`config.mk`:
```
export PLATFORM = sky130hd
export DESIGN_NAME = csa_resolve_seq_flat
export DESIGN_NICKNAME = d
export VERILOG_FILES = /design/src/rtl/csa_resolve_seq_if.sv /design/src/rtl/csa_resolve_seq.sv /design/src/flat_wrapper.sv
export SDC_FILE = /design/constraint.sdc
export NUM_CORES = 1
export LEC_CHECK = 0
export BUFFER_PORTS_ARGS = -buffer_cell sky130_fd_sc_hd__buf_2
export CORE_AREA = 3 3 76 93
export CTS_CLUSTER_DIAMETER = 80
export DETAILED_ROUTE_END_ITERATION = 8
export DIE_AREA = 0 0 79 96
export PLACE_DENSITY = 0.79
export SLEW_MARGIN = 5
export SYNTH_ARGS = -nofsm -noshare
export SYNTH_HDL_FRONTEND = slang
export SYNTH_SLANG_ARGS = --single-unit
```
`constraint.sdc`:
```
create_clock -name clk -period 2.96 [get_ports clk]
set_input_delay 0.592 -clock clk [delete_from_list [all_inputs] [get_ports clk]]
set_output_delay 0.592 -clock clk [all_outputs]
set_load 0.005 [all_outputs]
```
`src/rtl/csa_resolve_seq_if.sv`:
```
// Operand/result handshake bundle for csa_resolve_seq: one valid/ready pair
// carries the carry-save operands in, the other carries the binary result out.
interface csa_resolve_seq_if #(
  parameter int unsigned W = 18
);
  logic           in_valid;
  logic           in_ready;
  logic [W-1:0]   s_in;
  logic [W:0]     c_in;
  logic           out_valid;
  logic           out_ready;
  logic [W+1:0]   sum_out;

  modport master (
    output in_valid, s_in, c_in, out_ready,
    input  in_ready, out_valid, sum_out
  );

  modport slave (
    input  in_valid, s_in, c_in, out_ready,
    output in_ready, out_valid, sum_out
  );
endinterface

```
`src/rtl/csa_resolve_seq.sv`:
```
// Resolves a carry-save (sum, shifted carry) pair to binary with a segmented
// carry-propagate adder, SEG result bits per clock over NSEG busy cycles.
module csa_resolve_seq #(
  parameter int unsigned W   = 18,
  parameter int unsigned SEG = 6
) (
  input  logic             clk,
  input  logic             rst,
  csa_resolve_seq_if.slave bus
);
  localparam int unsigned WO   = W + 2;
  localparam int unsigned NSEG = (WO + SEG - 1) / SEG;
  localparam int unsigned CW   = (NSEG > 1) ? $clog2(NSEG) : 1;
  localparam int unsigned SW   = SEG + 1;
  localparam logic [WO-1:0] SEG_MASK = WO'({SEG{1'b1}});

  typedef enum logic [1:0] {IDLE, BUSY, DONE} state_t;

  state_t          state;
  logic [WO-1:0]   op_a;
  logic [WO-1:0]   op_b;
  logic [WO-1:0]   res;
  logic [WO-1:0]   res_next;
  logic            carry;
  logic [CW-1:0]   cnt;
  logic [31:0]     sh;
  logic [SEG-1:0]  seg_a;
  logic [SEG-1:0]  seg_b;
  logic [SEG:0]    seg_sum;

  // Bits shifted past WO vanish, so the partial top segment needs no special case.
  always_comb begin
    sh       = 32'(cnt) * SEG;
    seg_a    = SEG'(op_a >> sh);
    seg_b    = SEG'(op_b >> sh);
    seg_sum  = {1'b0, seg_a} + {1'b0, seg_b} + SW'(carry);
    res_next = (res & ~(SEG_MASK << sh)) | (WO'(seg_sum[SEG-1:0]) << sh);
  end

  always_ff @(posedge clk) begin
    if (rst) begin
      state <= IDLE;
      op_a  <= '0;
      op_b  <= '0;
      res   <= '0;
      carry <= 1'b0;
      cnt   <= '0;
    end else begin
      case (state)
        IDLE: begin
          if (bus.in_valid) begin
            op_a  <= WO'(bus.s_in);
            op_b  <= WO'(bus.c_in);
            carry <= 1'b0;
            cnt   <= '0;
            state <= BUSY;
          end
        end
        BUSY: begin
          res   <= res_next;
          carry <= seg_sum[SEG];
          cnt   <= cnt + 1'b1;
          if (cnt == CW'(NSEG - 1)) state <= DONE;
        end
        DONE: begin
          if (bus.out_ready) state <= IDLE;
        end
        default: state <= IDLE;
      endcase
    end
  end

  assign bus.in_ready  = (state == IDLE) && !rst;
  assign bus.out_valid = (state == DONE);
  assign bus.sum_out   = res;
endmodule

```
`src/flat_wrapper.sv`:
```
// flat-port wrapper written by rule: the top's interface ports become plain ports
module csa_resolve_seq_flat 
#(
  parameter int unsigned W   = 18,
  parameter int unsigned SEG = 6
)
  (clk, rst, bus_in_valid, bus_s_in, bus_c_in, bus_out_ready, bus_in_ready, bus_out_valid, bus_sum_out);
  csa_resolve_seq_if #(.W(W)) bus_i ();
  input  logic clk;
  input  logic rst;
  input wire logic [$bits(bus_i.in_valid)-1:0] bus_in_valid;
  input wire logic [$bits(bus_i.s_in)-1:0] bus_s_in;
  input wire logic [$bits(bus_i.c_in)-1:0] bus_c_in;
  input wire logic [$bits(bus_i.out_ready)-1:0] bus_out_ready;
  output wire logic [$bits(bus_i.in_ready)-1:0] bus_in_ready;
  output wire logic [$bits(bus_i.out_valid)-1:0] bus_out_valid;
  output wire logic [$bits(bus_i.sum_out)-1:0] bus_sum_out;
  assign bus_i.in_valid = bus_in_valid;
  assign bus_i.s_in = bus_s_in;
  assign bus_i.c_in = bus_c_in;
  assign bus_i.out_ready = bus_out_ready;
  assign bus_in_ready = bus_i.in_ready;
  assign bus_out_valid = bus_i.out_valid;
  assign bus_sum_out = bus_i.sum_out;
  csa_resolve_seq #(.W(W), .SEG(SEG)) u_core (.clk(clk), .rst(rst), .bus(bus_i));
endmodule
```
Word-level counts from Yosys, hierarchy flattened:

Cells that the tools add are included.

* register bits after elaboration: 62
* input port bits: 41
* output and inout bits: 22
* word-level logic and storage cells: 38

* add/sub/neg operators: 3
* $mul: 1
* equality and inequality tests: 6
* shifts and indexed selects: 4
* muxes and demuxes: 8
* bitwise logic cells: 3
* reductions and logical operators: 7

Operators by type and width (count)
* $and A20 B20 Y20: 1
* $not A20 Y20: 1
* $or A20 B20 Y20: 1
* $shl A6 B5 Y20: 1
* $shl A6 B5 Y20 const A: 1
* $shr A19 B5 Y6: 1
* $shr A18 B5 Y6: 1
* $mux W2: 4
* $add A6 B6 Y7: 1
* $add A7 B1 Y7: 1
* $pmux W2 S3: 1
* $eq A2 B2 Y1 const B: 2
* $mul A2 B2 Y4 const B: 1
* $ne A2 B2 Y1 const B: 2
* $pmux W2 S2: 1
* $reduce_and A2 Y1: 2
* $reduce_and A3 Y1: 1
* $add A2 B1 Y2 const B: 1
* $eq A2 B1 Y1 const B: 1
* $logic_not A2 Y1: 1
* $ne A2 B1 Y1 const B: 1
* $pmux W1 S2: 1
* $reduce_bool A2 Y1: 1
* $logic_and A1 B1 Y1: 1
* 2 further kinds: 2

Longest topological paths before layout:

Gate-level depths: netlist of the first run.

* word-level depth: 6
* gate-level depth with buffers: 12
* mapped depth without buffers: 10

Worst setup path before layout of the first run:

Ideal clock, no wire load.

* kind: register to register
* start: register u_core.cnt[0]
* end: register u_core.res[6], in the netlist u_core.bus.sum_out[6]
* data arrival time: 2897 ps
* path slack: 2 ps
* cell stages (with the launch flop): 12
* cells stage by stage: dfxtp_1 -> buf_2 -> buf_2 -> mux4_2 -> fa_1 -> inv_1 -> fa_1 -> nor2b_1 -> o311a_1 -> or3_1 -> o21ai_1 -> a22o_1

* word-level cells in the longest chain between the ends: 6

Ends and longest elaborated chain
* from (decl): line csa_resolve_seq.sv:25 `logic [CW-1:0] cnt;`
* from (signal assigned): line csa_resolve_seq.sv:62 `cnt <= cnt + 1'b1;`
* $mul A2 B2 Y4 *: line csa_resolve_seq.sv:33 `sh = 32'(cnt) * SEG;`
* $shr A18 B5 Y6 or $shr A19 B5 Y6 (tied branches): line csa_resolve_seq.sv:34, csa_resolve_seq.sv:35
* $add A6 B6 Y7: line csa_resolve_seq.sv:36 `seg_sum = {1'b0, seg_a} + {1'b0, seg_b} + SW'(carry);`
* $add A7 B1 Y7: line csa_resolve_seq.sv:36
* $shl A6 B5 Y20: line csa_resolve_seq.sv:37 `res_next = (res & ~(SEG_MASK << sh)) | (WO'(seg_sum[SEG-1:0]) << sh);`
* $or A20 B20 Y20 *: line csa_resolve_seq.sv:37
* to (signal assigned): line csa_resolve_seq.sv:60 `res <= res_next;`
* to (decl): line csa_resolve_seq.sv:22 `logic [WO-1:0] res;`

Every way passes the cells marked *; elsewhere a longest branch is shown, timed or not.
A chain may end at the register's enable or synchronous reset.

Worst setup path in the final report of the first run:

* start: register u_core.cnt[0]
* end: register u_core.res[4], in the netlist u_core.bus.sum_out[4]

Same word-level chain as after synthesis.

==> metrics.cfg, run 1 <==
[die]
die_x_um = 79
num_rows = 32
start_util = 0.4786
dieHeight_um = 96
core_area_um2 = 6326
die_area_um2 = 7584
pin_count = 63

[cells_and_area]
regArea_um2 = 1242
nFillCells = 617
drive_above_1_share = 0.2197
finalCoreUtilization = 0.5779
multi_input_area_um2 = 1654
diodes = 0
nets = 487
final_cells = 522
syn2layout_area_growth_pct = 20.74

[synth]
synthFlopType = dfxtp_1
synthArstFlopShare = 0
syn_area_per_cell_um2 = 8.032
synth_fa_ha_area_frac = 0.05868
synth_top_family_by_area = compound AO/OA/AOI/OAI gates
ys_seq_elements = 62
netlist_area_um2 = 3028
synth_edf_count = 0
seq_area_frac_synth = 0.4099
synth_mux_area_frac = 0.04711
synth_compound_area_frac = 0.2277
syn_inst = 377
synth_simple_gate_area_frac = 0.2017
yosysWarningCount = 0
syn_nets = 431
yosysUniqueCellTypes = 48
synth-xor-area-share = 0.008678

[grt]
grt_max_degree = 38
grt.total_usage = 0.1956
grt_pass1_wl_um = 11540
antenna_found_initial = 0
gr-total-overflow = 0
grt_pass1_vias = 2609

[setup_path]
required_ns = 3.24
cp-start-kind = register
cp-end-kind = register
r2r_slack_ns = 0.16
worstPathArrival_ns = 3.08
critPathKind = reg2reg
cp_max_fo = 3

[clock_tree]
numCtsBuffers = 9
cts.repair.resized = 0
clockRootBuffer = clkbuf_8
cts_hold_buf = 0
clkSlewWorstSetupHoldPaths_ns = 0.07
insertion_delay_ns = 0.33
clockBufferDepth = 2
postCtsSetupBuffers = 0
htreeDepth = 3
clock_sinks = 62
cts_tree = built

[place]
placed_cells = 506
hpwl_um = 5143
place_congestion = 0.8921
port_buffers = 62

[detailed_routing]
drt-total-wl_um = 7134
drcViolationCount = 0
antenna_left = 0
viasPerCell = 5.375
drtIter0Drc = 223
firstDrtPassIters = 4
wl_per_cell_um = 13.67
vias = 2806

[timing]
drv_slew = 0
skew_ns = 0.008195
fmaxAchievable_mhz = 357.1
worstMarginPinSlew_ns = 0.6997
hold_viol = 0
setup_tns_ns = 0
whs_ns = 0.4555
setup_viol_count_final = 0
min_period_ns = 2.800
finalCritPeriodShare = 0.9460
maxSlewHeadroom = 0.5324

[power]
intPower_mw = 1.487
combPwrFrac = 0.171
power.share.clock = 0.383
power.leakage_nw = 1.528
p_per_area_nw_per_um2 = 553.6
p_sw_mw = 0.5372
finalPower_mw = 2.024
pwr-share-seq = 0.446
switching_share = 0.2655
vdd_drop_max_v = 0.0003646

[job]
drv_cap = 0

[run_status]
status = finished clean

[hold_path]
hold_class = reg2reg

-- path summary, 6_finish.rpt --
kind / from / end / depth (start not counted)
min: u_core.op_a[11]$_SDFFE_PP0P_ / u_core.op_a[11]$_SDFFE_PP0P_ / 2
max reg2reg: u_core.cnt[0]$_SDFFE_PP0P_ / u_core.bus.sum_out[4]$_SDFFE_PP0P_ / 9
max: u_core.cnt[0]$_SDFFE_PP0P_ / u_core.bus.sum_out[4]$_SDFFE_PP0P_ / 9
min reg2reg: u_core.op_a[11]$_SDFFE_PP0P_ / u_core.op_a[11]$_SDFFE_PP0P_ / 2
-- placed cells by master (no fill, tap or decap), types with 3 or more instances in the layout --
cell type	Yosys	final
nor3_1	5	5
or3_1	3	3
mux2i_1	12	12
o22ai_1	12	12
dfxtp_1	62	61
a211oi_1	3	3
a22oi_1	8	8
clkbuf_8	0	9
a22o_1	7	7
a21oi_1	55	55
or2_1	3	3
nor2b_1	5	4
ha_1	11	11
o21ai_1	3	3
clkinv_2	0	3
inv_1	8	8
nand2_1	100	100
nor2_1	16	16
buf_4	0	6
buf_2	10	62
-- power by group through the flow --
stage	Sequential (mW)	Combinational (mW)	Clock [mW]
finish	0.902	0.347	0.775
global route	0.907	0.387	0.832
CTS	0.901	0.338	0.798
detailed placement	0.919	0.336	0
global placement	0.918	0.331	0
floorplan	0.914	0.237	0
-- sequential cells by signal, summed over array words and instances, names as in the netlist --
name	count
u_core.bus.sum_out	20
u_core.carry	1
u_core.cnt	2
u_core.op_a	18
u_core.op_b	19
u_core.state	2
-- logic make-up after synthesis --
kind of cell,count (synthesis)
simple gates,144
compound gates,108
flops,62
buf+inv,34
mux,13
fa+ha+maj,13
xor+xnor,3
-- layout make-up --
class	count	area share
multi-input cells	281	0.4524
flip-flops and latches	62	0.3398
repair buffers	71	0.1150
clock buffers	10	0.03491
well taps	85	0.02909
clock inverters	5	0.02053
inverters	8	0.008214
-- cells in the mapped netlist, drive strengths merged, types with 3 or more instances --
cell type / n / share of area
nand2: 100 / 0.12
dfxtp: 62 / 0.41
a21oi: 55 / 0.091
nor2: 16 / 0.020
clkbuf: 14 / 0.017
o22ai: 13 / 0.029
buf: 12 / 0.019
mux2i: 12 / 0.040
ha: 11 / 0.045
a22oi: 8 / 0.020
inv: 8 / 0.0099
a22o: 7 / 0.020
o21ai: 6 / 0.011
nor2b: 5 / 0.010
nor3: 5 / 0.0083
a211oi: 4 / 0.012
nand3: 3 / 0.0066
or2: 3 / 0.0062
or3: 3 / 0.0062
-- per-layer routing --
layer	global-route usage	part of all wire	vias to the layer above
li1	-	-	1419
met1	0.2249	0.43	1290
met2	0.3301	0.49	84
met3	0.05431	0.062	13
met4	0.1046	0.023	0
met5	0	0	-
-- worst max-delay path, stage by stage, from the launching register on --
cell and delay (ns):
dfxtp_2 0.41, mux4_2 0.54, fa_1 0.45, inv_1 0.10, fa_1 0.21, nor2b_1 0.08, o311a_1 0.33, or3_1 0.33
o21ai_2 0.15, a22o_1 0.16
-- per-stage QoR --
step / worst slack (ns) / area (um^2)
floorplan: 0.002293 / 3028
global placement: 0.3038 / 3420
detailed placement: 0.2089 / 3420
CTS: 0.1901 / 3622
global route: -0.008407 / 3656
finish: 0.1598 / 3656
Note: power is estimated with default switching activity, not from simulation.
==> inputs of run 2 (changes only) <==
--- a/config.mk
+++ b/config.mk
@@ -6,11 +6,12 @@
 export NUM_CORES = 1
 export LEC_CHECK = 0
 export BUFFER_PORTS_ARGS = -buffer_cell sky130_fd_sc_hd__buf_2
+export CAP_MARGIN = 20
 export CORE_AREA = 3 3 76 93
 export CTS_CLUSTER_DIAMETER = 80
 export DETAILED_ROUTE_END_ITERATION = 8
 export DIE_AREA = 0 0 79 96
-export PLACE_DENSITY = 0.79
+export PLACE_DENSITY = 0.74
 export SLEW_MARGIN = 5
 export SYNTH_ARGS = -nofsm -noshare
 export SYNTH_HDL_FRONTEND = slang
==> run 2 against run 1 <==
  * Routed wire length increased by 0.83%
  * Register-to-register slack better by 0.03 ns
  * Die area did not move
==> metrics.cfg, run 2 (synthesis gave the netlist of run 1 again) <==
[setup_path]
r2r_end = u_core.bus.sum_out[6]$_SDFFE_PP0P_  ; was u_core.bus.sum_out[4]$_SDFFE_PP0P_
timing.rr.start = u_core.cnt[0]$_SDFFE_PP0P_  ; unchanged
critPathKind = reg2reg  ; unchanged
required_ns = 3.24  ; about the same
r2r_cells = 9  ; unchanged
r2r_slack_ns = 0.19  ; was 0.16 ns
cp_max_fo = 3  ; unchanged
cp-start-kind = register  ; unchanged
cp-end-kind = register  ; unchanged
worstPathArrival_ns = 3.05  ; was 3.08 ns

[die]
pin_count = 63  ; unchanged
dieHeight_um = 96  ; unchanged
start_util = 0.4786  ; unchanged
core_area_um2 = 6326  ; unchanged
num_rows = 32  ; unchanged
die_x_um = 79  ; unchanged
die_area_um2 = 7584  ; unchanged

[grt]
gr-total-overflow = 0  ; unchanged
use_met3 = 0.04963  ; was 0.05431
grt_max_degree = 41  ; was 38
antenna_found_initial = 0  ; unchanged
grt_pass1_wl_um = 11590  ; was 11540 um
grt_pass1_vias = 2594  ; was 2609
busiest_layer = met2  ; unchanged
use_met1 = 0.2342  ; was 0.2249
grt.total_usage = 0.1945  ; was 0.1956
grt_use_met2 = 0.3202  ; was 0.3301

[place]
place_congestion = 0.9206  ; was 0.8921
hpwl_um = 5106  ; was 5143 um
port_buffers = 62  ; unchanged
place_ws_ns = 0.2491  ; was 0.2089 ns

[timing]
min_period_ns = 2.766  ; was 2.800 ns
whs_ns = 0.4576  ; was 0.4555 ns
finalCritPeriodShare = 0.9345  ; was 0.9460
skew_ns = 0.009179  ; was 0.008195 ns
maxSlewHeadroom = 0.5172  ; was 0.5324
hold_viol = 0  ; unchanged
setup_viol_count_final = 0  ; unchanged
rsz0062_at_grt = false
drv_slew = 0  ; unchanged
finalWorstSetupSlack_ns = 0.1940  ; was 0.1598 ns
worstMarginPinSlew_ns = 0.7224  ; was 0.6997 ns
fmaxAchievable_mhz = 361.5  ; was 357.1 MHz
setup_tns_ns = 0  ; unchanged

[cells_and_area]
multi_input_area_um2 = 1652  ; was 1654 um^2
regArea_um2 = 1242  ; unchanged
nFillCells = 627  ; was 617
diodes = 0  ; unchanged
final_common_cell = nand2_1  ; unchanged
largest_reg_flops = 20  ; unchanged
drive_above_1_share = 0.2210  ; was 0.2197
syn2layout_area_growth_pct = 21.86  ; was 20.74%
final_cell_mix = nand2_1 (100), buf_2 (62), dfxtp_1 (61), a21oi_1 (55), nor2_1 (16)  ; unchanged
nets = 489  ; was 487

[clock_tree]
cts_tree = built  ; unchanged
clockRootBuffer = clkbuf_8  ; unchanged
insertion_delay_ns = 0.34  ; was 0.33 ns
numCtsBuffers = 9  ; unchanged
clockBufferDepth = 2  ; unchanged
clkSlewWorstSetupHoldPaths_ns = 0.07  ; about the same
htreeDepth = 3  ; unchanged
postCtsSetupBuffers = 0  ; unchanged
clock_sinks = 62  ; unchanged

[detailed_routing]
antenna_left = 0  ; unchanged
drcViolationCount = 0  ; unchanged
viasPerCell = 5.298  ; was 5.375
drtIter0Drc = 204  ; was 223
drt-total-wl_um = 7193  ; was 7134 um
vias = 2776  ; was 2806
wl_per_cell_um = 13.73  ; was 13.67 um
firstDrtPassIters = 4  ; unchanged

[run_status]
status = finished clean  ; unchanged

[job]
drv_cap = 0  ; unchanged

[power]
vdd_drop_max_v = 0.0002955  ; was 0.0003646 V
intPower_mw = 1.597  ; was 1.487 mW
power.share.clock = 0.417  ; was 0.383
p_sw_mw = 0.5474  ; was 0.5372 mW
switching_share = 0.2552  ; was 0.2655
power.leakage_nw = 1.547  ; was 1.528 nW
combPwrFrac = 0.162  ; was 0.171
pwr-share-seq = 0.421  ; was 0.446
p_per_area_nw_per_um2 = 581.2  ; was 553.6 nW/um^2

[hold_path]
holdPathEnd = u_core.op_a[7]$_SDFFE_PP0P_  ; was u_core.op_a[11]$_SDFFE_PP0P_
worstHoldStart = u_core.op_a[7]$_SDFFE_PP0P_  ; was u_core.op_a[11]$_SDFFE_PP0P_
hold_class = reg2reg  ; unchanged
whs_path_depth = 2  ; unchanged

==> run 2: changes by cell type in the layout (fill, tap and decap cells not counted), sizes merged <==
cell / change
buf: +2
clkinv: -2
bufinv: +1
clkbuf: +1
==> run 2: worst max path at each step <==
stage | from | end | slack, ns | cells past startpoint
finish | u_core.cnt[0]$_SDFFE_PP0P_ | u_core.bus.sum_out[6]$_SDFFE_PP0P_ | 0.19 | 9
global route | u_core.cnt[0]$_SDFFE_PP0P_ | u_core.bus.sum_out[17]$_SDFFE_PP0P_ | 0.0009 | 11
CTS | u_core.cnt[0]$_SDFFE_PP0P_ | u_core.bus.sum_out[4]$_SDFFE_PP0P_ | 0.22 | 9
detailed placement | u_core.cnt[0]$_SDFFE_PP0P_ | u_core.bus.sum_out[4]$_SDFFE_PP0P_ | 0.25 | 11
global placement | u_core.cnt[0]$_SDFFE_PP0P_ | u_core.bus.sum_out[14]$_SDFFE_PP0P_ | 0.31 | 9
floorplan | u_core.cnt[0]$_SDFFE_PP0P_ | u_core.bus.sum_out[6]$_SDFFE_PP0P_ | 0.002 | 11
==> run 2: critical path, cell delays in order, from the launching register on <==
cell	delay [ns]
dfxtp_2	0.41
mux4_2	0.54
fa_1	0.44
inv_1	0.09
fa_1	0.21
nor2b_1	0.08
o311a_1	0.33
or3_1	0.31
o21ai_1	0.16
a22o_1	0.14
==> run 2: routing by layer <==
metal | vias up | wire length, um
met3 | 15 | 398
li1 | 1423 | -
met5 | - | 0
met2 | 76 | 3392
met1 | 1262 | 3247
met4 | 0 | 155
==> run 2: power by group through the flow <==
stage                     registers [mW]  logic [mW]  clock network [mW]
after floorplan                    0.914       0.237                   0
after global placement             0.918       0.332                   0
after detailed placement           0.920       0.337                   0
after CTS                          0.901       0.341               0.908
after global routing               0.907       0.388               0.942
final                              0.902       0.348               0.895
==> run 2: repair_timing <==
item / in CTS / in global routing
setup endpoints to repair: 0 / 8
hold buffers: 0 / 0
gates resized for setup: 0 / 2
==> run 2: through the flow <==
stage / cells / util / instance area, um^2 / power, mW
final: 524 / 0.5833 / 3690 / 2.145
after global routing: 524 / 0.5833 / 3690 / 2.237
after CTS: 523 / 0.5783 / 3659 / 2.150
after detailed placement: 508 / 0.5409 / 3422 / 1.257
after global placement: 508 / 0.5409 / 3422 / 1.250
after floorplan: 377 / - / 3028 / 1.151
==> run 2: layout make-up <==
type | count | share of cell area
Tap cell | 85 | 0.02882
Sequential cell | 62 | 0.3367
Multi-Input combinational cell | 281 | 0.4476
Clock buffer | 11 | 0.03832
Clock inverter | 4 | 0.02577
Inverter | 8 | 0.008138
Timing Repair Buffer | 73 | 0.1146
==> inputs of run 3 (changes only) <==
--- a/config.mk
+++ b/config.mk
@@ -7,11 +7,13 @@
 export LEC_CHECK = 0
 export BUFFER_PORTS_ARGS = -buffer_cell sky130_fd_sc_hd__buf_2
 export CAP_MARGIN = 20
-export CORE_AREA = 3 3 76 93
+export CELL_PAD_IN_SITES_DETAIL_PLACEMENT = 2
+export CELL_PAD_IN_SITES_GLOBAL_PLACEMENT = 2
+export CORE_AREA = 3 3 99 120
 export CTS_CLUSTER_DIAMETER = 80
 export DETAILED_ROUTE_END_ITERATION = 8
-export DIE_AREA = 0 0 79 96
-export PLACE_DENSITY = 0.74
+export DIE_AREA = 0 0 102 123
+export PLACE_DENSITY_LB_ADDON = 0.1
 export SLEW_MARGIN = 5
 export SYNTH_ARGS = -nofsm -noshare
 export SYNTH_HDL_FRONTEND = slang
==> run 3 against run 2 <==
  * Core utilization is 23 points lower
  * Maximum frequency is 2.0% lower
  * Non-clock buffer count is 3 higher
  * Final cell count is 9.7% higher
  * Register-to-register slack worse by 0.06 ns
  * Die area is 65% higher
  * Sequential cell count stayed put
  * Via count is 4.3% higher
  * Design area is 5.0% higher
==> metrics.cfg, run 3 (synthesis gave the netlist of run 1 again) <==
[cells_and_area]
drive_above_1_share = 0.2348  ; was 0.2210
diodes = 0  ; unchanged
final_cell_mix = nand2_1 (100), buf_2 (62), dfxtp_1 (61), a21oi_1 (55), nor2_1 (16)  ; unchanged
final_common_cell = nand2_1  ; unchanged
syn2layout_area_growth_pct = 27.93  ; was 21.86%
fin_area_um2 = 3874  ; was 3690 um^2
largest_reg_flops = 20  ; unchanged
nets = 492  ; was 489

[power]
vdd_drop_max_v = 0.0002874  ; was 0.0002955 V
power.leakage_nw = 1.612  ; was 1.547 nW
p_per_area_nw_per_um2 = 627.6  ; was 581.2 nW/um^2
finalPower_mw = 2.431  ; was 2.145 mW

[timing]
drv_slew = 0  ; unchanged
hold_viol = 0  ; unchanged
setup_viol_count_final = 0  ; unchanged
maxSlewHeadroom = 0.4740  ; was 0.5172
setup_tns_ns = 0  ; unchanged
skew_ns = 0.003866  ; was 0.009179 ns
min_period_ns = 2.822  ; was 2.766 ns
fmaxAchievable_mhz = 354.4  ; was 361.5 MHz
rsz0062_at_grt = false  ; unchanged
worstMarginPinSlew_ns = 0.7871  ; was 0.7224 ns
finalCritPeriodShare = 0.9533  ; was 0.9345

[die]
start_util = 0.2770  ; was 0.4786
die_x_um = 102  ; was 79 um
core_area_um2 = 10930  ; was 6326 um^2
num_rows = 42  ; was 32
die_area_um2 = 12550  ; was 7584 um^2
dieHeight_um = 123  ; was 96 um
pin_count = 63  ; unchanged

[detailed_routing]
vias = 2894  ; was 2776
wl_per_cell_um = 17.24  ; was 13.73 um
drcViolationCount = 0  ; unchanged
drt-total-wl_um = 9912  ; was 7193 um
viasPerCell = 5.033  ; was 5.298
antenna_left = 0  ; unchanged
drtIter0Drc = 88  ; was 204
firstDrtPassIters = 4  ; unchanged

[job]
drv_cap = 0  ; unchanged

[grt]
grt_pass1_vias = 2963  ; was 2594
grt_pass1_wl_um = 15550  ; was 11590 um
grt.total_usage = 0.1619  ; was 0.1945
antenna_found_initial = 0  ; unchanged
grt_max_degree = 38  ; was 41
gr-total-overflow = 0  ; unchanged

[setup_path]
cp_cell_sequence = mux4_2 > fa_1 > inv_1 > fa_2 > nor2b_1 > o311a_1 > or3_1 > o21ai_1 > a22o_1  ; was mux4_2 > fa_1 > inv_1 > fa_1 > nor2b_1 > o311a_1 > or3_1 > o21ai_1 > a22o_1
worstPathArrival_ns = 3.10  ; was 3.05 ns
path_delay_family = adder cells  ; unchanged
cp-start-kind = register  ; unchanged
critPathKind = reg2reg  ; unchanged
slowest_stage = mux4_2  ; unchanged
path_buf_inv = 1  ; unchanged
required_ns = 3.24  ; about the same
cp-end-kind = register  ; unchanged
max_stage_delay_ns = 0.54  ; about the same
cp_max_fo = 3  ; unchanged

[place]
port_buffers = 62  ; unchanged
hpwl_um = 7123  ; was 5106 um
place_congestion = 0.8073  ; was 0.9206
placed_cell_area_um2 = 3503  ; was 3422 um^2

[hold_path]
hold_class = reg2reg  ; unchanged

[clock_tree]
clockRootBuffer = clkbuf_16  ; was clkbuf_8
cts_tree = built  ; unchanged
insertion_delay_ns = 0.33  ; was 0.34 ns
htreeDepth = 3  ; unchanged
numCtsBuffers = 9  ; unchanged
clockBufferDepth = 2  ; unchanged
cts_hold_buf = 0  ; unchanged
clkSlewWorstSetupHoldPaths_ns = 0.05  ; was 0.07 ns
clock_sinks = 62  ; unchanged

[run_status]
status = finished clean  ; unchanged

-- run 3: final timing paths --
path	start	endpoint	slack (ns)	cells past startpoint
worst min-delay path	u_core.op_a[9]$_SDFFE_PP0P_	u_core.op_a[9]$_SDFFE_PP0P_	0.45	2
worst min register to register	u_core.op_a[9]$_SDFFE_PP0P_	u_core.op_a[9]$_SDFFE_PP0P_	0.45	2
worst max register to register	u_core.cnt[0]$_SDFFE_PP0P_	u_core.bus.sum_out[6]$_SDFFE_PP0P_	0.14	9
worst max-delay path	u_core.cnt[0]$_SDFFE_PP0P_	u_core.bus.sum_out[6]$_SDFFE_PP0P_	0.14	9
-- run 3: area by class of cell --
cell class | instances | area, um^2
clock buffer | 12 | 246.5
clock inverter | 4 | 70.07
fill | 1265 | 7057
inverter | 8 | 30.03
multi-input combinational | 281 | 1672
sequential | 62 | 1245
tap | 132 | 165.2
timing repair buffer | 76 | 445.4
-- run 3: worst min-delay path, stage by stage, from the launching register on --
cell and delay [ns]:
dfxtp_1 0.30, nand2_1 0.05, a21oi_1 0.05
-- run 3: routing by layer --
metal	part of all wire	track usage	up-vias
met1	0.44	0.1938	1410
met3	0.029	0.03330	11
met2	0.51	0.2841	44
li1	-	-	1429
met4	0.018	0.05824	0
met5	0	0	-
-- run 3: timing repair --
| item | CTS | global route |
|---|---|---|
| resized for setup | 0 | 7 |
| setup buffers | 0 | 0 |
| endpoints found under the setup margin | 0 | 8 |
-- run 3: through the flow --
| stage | setup WS, ns | cells | utilization | hold slack (ns) |
|---|---|---|---|---|
| finish | 0.1381 | 575 | 0.3544 | 0.4540 |
| global route | 0.01764 | 575 | 0.3544 | 0.4792 |
| CTS | 0.06469 | 574 | 0.3495 | 0.4583 |
| detailed placement | 0.1255 | 558 | 0.3205 | 0.4503 |
| global placement | 0.1825 | 558 | 0.3205 | 0.4453 |
| floorplan | 0.002293 | 377 | - | 0.4331 |
-- run 3: power by group --
part	total (mW)	internal, mW	switching [mW]
sequential	0.904	0.877	0.0267
clock	1.14	0.757	0.384
combinational	0.386	0.157	0.229
